==> config.mk <==
export PLATFORM = sky130hd
export DESIGN_NAME = pll_reset_seq_flat
export DESIGN_NICKNAME = d
export VERILOG_FILES = /design/src/rtl/pll_seq_pkg.sv /design/src/rtl/pll_reset_seq_if.sv /design/src/rtl/sync_2ff.sv /design/src/rtl/pll_reset_seq.sv /design/src/flat_wrapper.sv
export SDC_FILE = /design/constraint.sdc
export NUM_CORES = 1
export LEC_CHECK = 0
export BUFFER_PORTS_ARGS = -buffer_cell sky130_fd_sc_hd__buf_2
export CORE_MARGIN = 2
export CORE_UTILIZATION = 35
export DETAILED_ROUTE_END_ITERATION = 16
export PLACE_DENSITY_LB_ADDON = 0.12
export SLEW_MARGIN = 20
export SYNTH_ARGS = -nofsm -noshare
export SYNTH_HDL_FRONTEND = slang
export SYNTH_SLANG_ARGS = --single-unit
==> constraint.sdc <==
create_clock -name clk -period 4 [get_ports clk]
set_input_delay 0.8 -clock clk [delete_from_list [all_inputs] [get_ports clk]]
set_output_delay 0.8 -clock clk [all_outputs]
set_load 0.05 [all_outputs]
==> src/rtl/pll_seq_pkg.sv <==
// Shared state encoding, default timing and helpers for the PLL reset sequencer
// and the blocks that sit beside it.
package pll_seq_pkg;

    localparam logic [2:0] S_HOLD   = 3'd0;
    localparam logic [2:0] S_WAIT   = 3'd1;
    localparam logic [2:0] S_STABLE = 3'd2;
    localparam logic [2:0] S_RUN    = 3'd3;
    localparam logic [2:0] S_FAIL   = 3'd4;

    typedef enum logic [2:0] {
        ST_HOLD   = S_HOLD,
        ST_WAIT   = S_WAIT,
        ST_STABLE = S_STABLE,
        ST_RUN    = S_RUN,
        ST_FAIL   = S_FAIL
    } seq_state_e;

    localparam int DEF_RST_HOLD_CYCLES = 16;
    localparam int DEF_LOCK_TIMEOUT    = 4096;
    localparam int DEF_LOCK_STABLE     = 64;
    localparam int DEF_MAX_RETRIES     = 3;
    localparam int DEF_CNT_WIDTH       = 16;

    // A zero-retry build still needs a one-bit counter to carry the value 0.
    function automatic int retry_width(input int max_retries);
        return (max_retries < 1) ? 1 : $clog2(max_retries + 1);
    endfunction

endpackage

==> src/rtl/pll_reset_seq_if.sv <==
// Control/status bundle between the PLL reset sequencer and whoever owns the PLL:
// the sequencer takes the slave side, the board/clocking logic the master side.
interface pll_reset_seq_if
    import pll_seq_pkg::*;
#(
    parameter int RW = retry_width(DEF_MAX_RETRIES)
);

    logic          pll_locked;
    logic          restart;
    logic          pll_rst;
    logic          ready;
    logic          fail;
    logic          lock_lost;
    logic [RW-1:0] retry_cnt;

    modport master (
        output pll_locked,
        output restart,
        input  pll_rst,
        input  ready,
        input  fail,
        input  lock_lost,
        input  retry_cnt
    );

    modport slave (
        input  pll_locked,
        input  restart,
        output pll_rst,
        output ready,
        output fail,
        output lock_lost,
        output retry_cnt
    );

endinterface

==> src/rtl/sync_2ff.sv <==
// Two-flop single-bit synchroniser, reset to 0; used for every slow level
// crossing into a local clock domain.
module sync_2ff (
    input  logic clk,
    input  logic rst,
    input  logic d_i,
    output logic q_o
);

    logic meta_q;
    logic sync_q;

    always_ff @(posedge clk or posedge rst) begin
        if (rst) begin
            meta_q <= 1'b0;
            sync_q <= 1'b0;
        end else begin
            meta_q <= d_i;
            sync_q <= meta_q;
        end
    end

    assign q_o = sync_q;

endmodule

==> src/rtl/pll_reset_seq.sv <==
// Power-up / recovery sequencer for one PLL: timed reset hold, lock wait with
// timeout and bounded retries, lock-stability qualification, then ready.
module pll_reset_seq
    import pll_seq_pkg::*;
#(
    parameter int RST_HOLD_CYCLES = DEF_RST_HOLD_CYCLES,
    parameter int LOCK_TIMEOUT    = DEF_LOCK_TIMEOUT,
    parameter int LOCK_STABLE     = DEF_LOCK_STABLE,
    parameter int MAX_RETRIES     = DEF_MAX_RETRIES,
    parameter int CNT_WIDTH       = DEF_CNT_WIDTH,
    localparam int RW             = retry_width(MAX_RETRIES)
) (
    input  logic           clk,
    input  logic           rst,
    pll_reset_seq_if.slave seq_io
);

    localparam logic [CNT_WIDTH-1:0] HOLD_LAST    = CNT_WIDTH'(RST_HOLD_CYCLES - 1);
    localparam logic [CNT_WIDTH-1:0] TIMEOUT_LAST = CNT_WIDTH'(LOCK_TIMEOUT - 1);
    localparam logic [CNT_WIDTH-1:0] STABLE_LAST  = CNT_WIDTH'(LOCK_STABLE - 1);
    localparam logic [RW-1:0]        RETRY_LAST   = RW'(MAX_RETRIES);

    seq_state_e           state_q, state_d;
    logic [CNT_WIDTH-1:0] cnt_q, cnt_d;
    logic [RW-1:0]        retry_q, retry_d;
    logic                 pll_rst_q, pll_rst_d;
    logic                 ready_q, ready_d;
    logic                 fail_q, fail_d;
    logic                 lock_lost_q, lock_lost_d;
    logic                 lk;

    sync_2ff u_lock_sync (
        .clk (clk),
        .rst (rst),
        .d_i (seq_io.pll_locked),
        .q_o (lk)
    );

    always_ff @(posedge clk or posedge rst) begin
        if (rst) begin
            state_q     <= ST_HOLD;
            cnt_q       <= '0;
            retry_q     <= '0;
            pll_rst_q   <= 1'b1;
            ready_q     <= 1'b0;
            fail_q      <= 1'b0;
            lock_lost_q <= 1'b0;
        end else begin
            state_q     <= state_d;
            cnt_q       <= cnt_d;
            retry_q     <= retry_d;
            pll_rst_q   <= pll_rst_d;
            ready_q     <= ready_d;
            fail_q      <= fail_d;
            lock_lost_q <= lock_lost_d;
        end
    end

    always_comb begin
        state_d     = state_q;
        cnt_d       = cnt_q;
        retry_d     = retry_q;
        lock_lost_d = 1'b0;

        // restart outranks every in-state event, including lock loss and timeout
        if (seq_io.restart) begin
            state_d = ST_HOLD;
            cnt_d   = '0;
            retry_d = '0;
        end else begin
            unique case (state_q)
                ST_HOLD: begin
                    if (cnt_q == HOLD_LAST) begin
                        state_d = ST_WAIT;
                        cnt_d   = '0;
                    end else begin
                        cnt_d = cnt_q + 1'b1;
                    end
                end
                ST_WAIT: begin
                    if (lk) begin
                        state_d = ST_STABLE;
                        cnt_d   = '0;
                    end else if (cnt_q == TIMEOUT_LAST) begin
                        cnt_d = '0;
                        if (retry_q == RETRY_LAST) begin
                            state_d = ST_FAIL;
                        end else begin
                            state_d = ST_HOLD;
                            retry_d = retry_q + 1'b1;
                        end
                    end else begin
                        cnt_d = cnt_q + 1'b1;
                    end
                end
                ST_STABLE: begin
                    if (!lk) begin
                        state_d = ST_WAIT;
                        cnt_d   = '0;
                    end else if (cnt_q == STABLE_LAST) begin
                        state_d = ST_RUN;
                        cnt_d   = '0;
                    end else begin
                        cnt_d = cnt_q + 1'b1;
                    end
                end
                ST_RUN: begin
                    // a lock drop after qualification starts a fresh sequence
                    if (!lk) begin
                        state_d     = ST_HOLD;
                        cnt_d       = '0;
                        retry_d     = '0;
                        lock_lost_d = 1'b1;
                    end
                end
                ST_FAIL: begin
                    state_d = ST_FAIL;
                end
                default: begin
                    state_d = ST_HOLD;
                    cnt_d   = '0;
                end
            endcase
        end

        // Outputs are decoded from the next state so they switch on the transition edge.
        pll_rst_d = (state_d == ST_HOLD) || (state_d == ST_FAIL);
        ready_d   = (state_d == ST_RUN);
        fail_d    = (state_d == ST_FAIL);
    end

    assign seq_io.pll_rst   = pll_rst_q;
    assign seq_io.ready     = ready_q;
    assign seq_io.fail      = fail_q;
    assign seq_io.lock_lost = lock_lost_q;
    assign seq_io.retry_cnt = retry_q;

endmodule

==> src/flat_wrapper.sv <==
// flat-port wrapper written by rule: the top's interface ports become plain ports
module pll_reset_seq_flat import pll_seq_pkg::*;
#(
    parameter int RST_HOLD_CYCLES = DEF_RST_HOLD_CYCLES,
    parameter int LOCK_TIMEOUT    = DEF_LOCK_TIMEOUT,
    parameter int LOCK_STABLE     = DEF_LOCK_STABLE,
    parameter int MAX_RETRIES     = DEF_MAX_RETRIES,
    parameter int CNT_WIDTH       = DEF_CNT_WIDTH,
    localparam int RW             = retry_width(MAX_RETRIES)
)
  (clk, rst, seq_io_pll_locked, seq_io_restart, seq_io_pll_rst, seq_io_ready, seq_io_fail, seq_io_lock_lost, seq_io_retry_cnt);
  pll_reset_seq_if #(.RW(2)) seq_io_i ();
  input  logic clk;
  input  logic rst;
  input wire logic [$bits(seq_io_i.pll_locked)-1:0] seq_io_pll_locked;
  input wire logic [$bits(seq_io_i.restart)-1:0] seq_io_restart;
  output wire logic [$bits(seq_io_i.pll_rst)-1:0] seq_io_pll_rst;
  output wire logic [$bits(seq_io_i.ready)-1:0] seq_io_ready;
  output wire logic [$bits(seq_io_i.fail)-1:0] seq_io_fail;
  output wire logic [$bits(seq_io_i.lock_lost)-1:0] seq_io_lock_lost;
  output wire logic [$bits(seq_io_i.retry_cnt)-1:0] seq_io_retry_cnt;
  assign seq_io_i.pll_locked = seq_io_pll_locked;
  assign seq_io_i.restart = seq_io_restart;
  assign seq_io_pll_rst = seq_io_i.pll_rst;
  assign seq_io_ready = seq_io_i.ready;
  assign seq_io_fail = seq_io_i.fail;
  assign seq_io_lock_lost = seq_io_i.lock_lost;
  assign seq_io_retry_cnt = seq_io_i.retry_cnt;
  pll_reset_seq #(.RST_HOLD_CYCLES(RST_HOLD_CYCLES), .LOCK_TIMEOUT(LOCK_TIMEOUT), .LOCK_STABLE(LOCK_STABLE), .MAX_RETRIES(MAX_RETRIES), .CNT_WIDTH(CNT_WIDTH)) u_core (.clk(clk), .rst(rst), .seq_io(seq_io_i));
endmodule
==> impl_results.md <==
- RSZ-0062 raised after global routing: false
- Dpl cell area: 1560 um2
- Die ar.: 4820 um2
- Worst rel slew slack: 36.7%
- Cts repair resizes: 0
- Number of synthesis warnings: 0
- Commonest non-fill, non-tap cells in the layout: 26 x dfrtp_1, 18 x nand2_1, 13 x nand3_1
- CTS max path bufs: 2
- Post-DR wirelength/cell: 13.9 um
- First-pass GRT wire length: 5.28 mm
- Critical Path AT: 2400 ps
- RR Endpoint: u_core.cnt_q[13]
- Critical Path RT: 4180 ps
- WL met3: 63 um
- Residual DRC count: 0
- Cell Area, Synth: 1500 um2
- Yosys top cell area share: 43.4%
- Worst VDD drop: 0.145 mV
- F_max: 0.452 GHz
- Htree depth: 1
- Status: finished, final reports clean
- GRT Total Usage: 13.5%
- Initial Util: 36.9%
- TritonCTS Sinks: 27
- Prevailing post-synth register cell: dfrtp_1
- Antenna viol nets, final: 0
- Internal power: 0.368 mW
- Worst slew pin tran: 944 ps
- CP Class: reg -> reg
- Pin count of the biggest net entering global routing: 28
- CP endpoint: u_core.cnt_q[13]
- Final Cycle Share: 55.3%
- CTS tree: yes
- Origin of the critical flop-to-flop path: u_core.cnt_q[0]
- Final period demand of the worst path: 2210 ps
- Ranking of synthesized cells by area: dfrtp_1 43%, nand2_1 4.5%, nand3_1 4.3%, o21ai_0 3.0%, nor2_1 3.0%
- Met1 Wirelength: 1.51 mm
- Max cap viols: 0
- # hold bufs at CTS: 0
- Num CTS Buffers: 3
- Combinational Power Share: 10.2%
- Number of global-route vias before repair: 1,135
- Die Y: 69.4 um
- Asr flop ratio synth: 100%
- CTS Root Cell: clkbuf_8
- Die width: 69.4 um
- Wire length on met2: 1.34 mm
- Power Density: 312 nW/um2
- Hold_ws: 362 ps
- Initial antenna violation count: 0
- Rows: 23
- Max-slew violation count: 0
- Final setup viols: 0
- Syn Inst Count: 157
- Uppermost layer routed: met4
- R2R Setup Slk: 1790 ps
- # IOs: 10
- Drt initial violations: 40
- Type of origin of the critical path: flop
- Worst-Skew Late Latency: 280 ps
- Ant diodes: 0
- Commonest non-fill, non-tap cell in the layout: dfrtp_1
- Routed wire length: 2.97 mm
- Post-route cell area: 1610 um2
- Biggest area consumer among synthesized cells: dfrtp_1
- Share of cells above drive strength 1: 16.5%
- Post-synthesis average cell area: 9.55 um2
- Placed wire-length estimate: 2.07 mm
- Post-synthesis sequential area ratio: 45.2%
- Post-Syn Nets: 163
- Number of enable flip-flop cells after synthesis: 0
- Final worst slack: 1790 ps
- DP Worst Slack: 1700 ps
- Clock Power Share: 32.6%
- Worst Setup SP: u_core.cnt_q[0]
- Final Hold Viols: 0
- Sw frac: 26.8%
- Hold WC Path Type: reg -> reg
- GPL Wtd Cong: 0.792
- Vias per cell: 5.40
- Worst reg2reg path depth: 7
- Setup TNS: 0 ps
- Core area: 4060 um2
- Clk_skew: 5.70 ps
- GRT overflow: 0
- Sw Pwr: 0.135 mW
- Port bufs: 9
- Critical Path Fanout Max: 9
- Leak: 0.683 nW
- Vias: 1,155
- Clock transition at path regs: 100 ps
- Nets: 171
- Reg power frac: 57.2%
- Finished Core Util: 39.8%
- CP endpoint kind: flop
- # Post-CTS Setup Buffers: 0
- Yosys reg bits: 27
- Layout area overhead: 7.68%
- Number of distinct library cells after synthesis: 44
- # fillers: 407
- DRT Pass-1 Iters: 4
-- layer usage --
layer	track usage, %	up-vias
met5	0	-
met4	6.54	0
met3	1.74	5
met2	21.7	11
met1	17.8	554
li1	-	585
-- registers in the layout, indices dropped and copies added (netlist names) --
register,cells
u_core.seq_io.ready,1
u_core.u_lock_sync.q_o,1
u_core.seq_io.pll_rst,1
u_core.u_lock_sync.meta_q,1
u_core.seq_io.fail,1
u_core.seq_io.retry_cnt,2
u_core.seq_io.lock_lost,1
u_core.cnt_q,16
u_core.state_q,3
-- worst min path at each step --
stage                                    startpoint                endpoint  slack (ps)  cells past startpoint
after floorplan           u_core.u_lock_sync.meta_q  u_core.u_lock_sync.q_o         330                      0
after global placement    u_core.u_lock_sync.meta_q  u_core.u_lock_sync.q_o         340                      0
after detailed placement  u_core.u_lock_sync.meta_q  u_core.u_lock_sync.q_o         340                      0
after CTS                 u_core.u_lock_sync.meta_q  u_core.u_lock_sync.q_o         370                      0
after global routing      u_core.u_lock_sync.meta_q  u_core.u_lock_sync.q_o         380                      0
final                     u_core.u_lock_sync.meta_q  u_core.u_lock_sync.q_o         360                      0
-- kinds of logic (layout without fill, tap and decap cells) --
logic type | count (synthesis) | in the layout | share of synthesized area [%]
AND/OR/NAND/NOR | 80 | 80 | 30.2
AO/OA/AOI/OAI | 27 | 27 | 12.6
flip-flops | 27 | 27 | 45.2
buffers and inverters | 12 | 19 | 4.42
multiplexers | 6 | 6 | 4.17
XOR/XNOR | 3 | 3 | 1.75
adder cells (fa/ha/maj) | 2 | 2 | 1.67
-- per-stage QoR --
stage	power, mW	cells
2_1_floorplan	0.333	157
3_3_place_gp	0.345	210
3_5_place_dp	0.346	210
4_1_cts	0.512	214
5_1_grt	0.530	214
6_report	0.503	214
-- cell usage after synthesis (2+ instances only) --
library cell and instances:
o21ai_0 9, nand2_1 18, mux2i_1 4, nor4_1 4, buf_2 2, and2_1 2, nor4bb_1 2, and3_1 4
a21oi_1 6, inv_1 6, nor2_1 12, nor3b_1 3, ha_1 2, and2_2 2, buf_4 2, xnor2_1 2
dfrtp_1 26, nand4_1 3, a22o_2 2, o311ai_1 3, nor3_1 7, mux2_2 2, nand3_1 13
-- power by group through the flow --
stage	clock network (mW)	logic (mW)	registers, mW
after CTS	0.172	0.0523	0.288
after floorplan	0	0.0264	0.307
after global placement	0	0.0519	0.293
after detailed placement	0	0.0523	0.293
after global routing	0.183	0.0575	0.289
final	0.164	0.0513	0.288
-- cell type report --
| class | instances | area (um2) | share of cell area [%] |
|---|---|---|---|
| Sequential cell | 27 | 677 | 41.9 |
| Multi-Input combinational cell | 118 | 758 | 47.0 |
| Clock buffer | 3 | 41.3 | 2.56 |
| Inverter | 6 | 22.5 | 1.40 |
| Timing Repair Buffer | 9 | 45.0 | 2.79 |
| Clock inverter | 1 | 7.51 | 0.465 |
| Tap cell | 50 | 62.6 | 3.88 |
-- worst max-delay path, stage by stage (launching register included) --
cell and delay (ps):
dfrtp_1 430, ha_1 240, and3_1 290, nand4_1 160
nand3b_1 150, nand3_1 140, nand3_1 320, o311ai_1 390
Power figures use the tool's default switching activity.
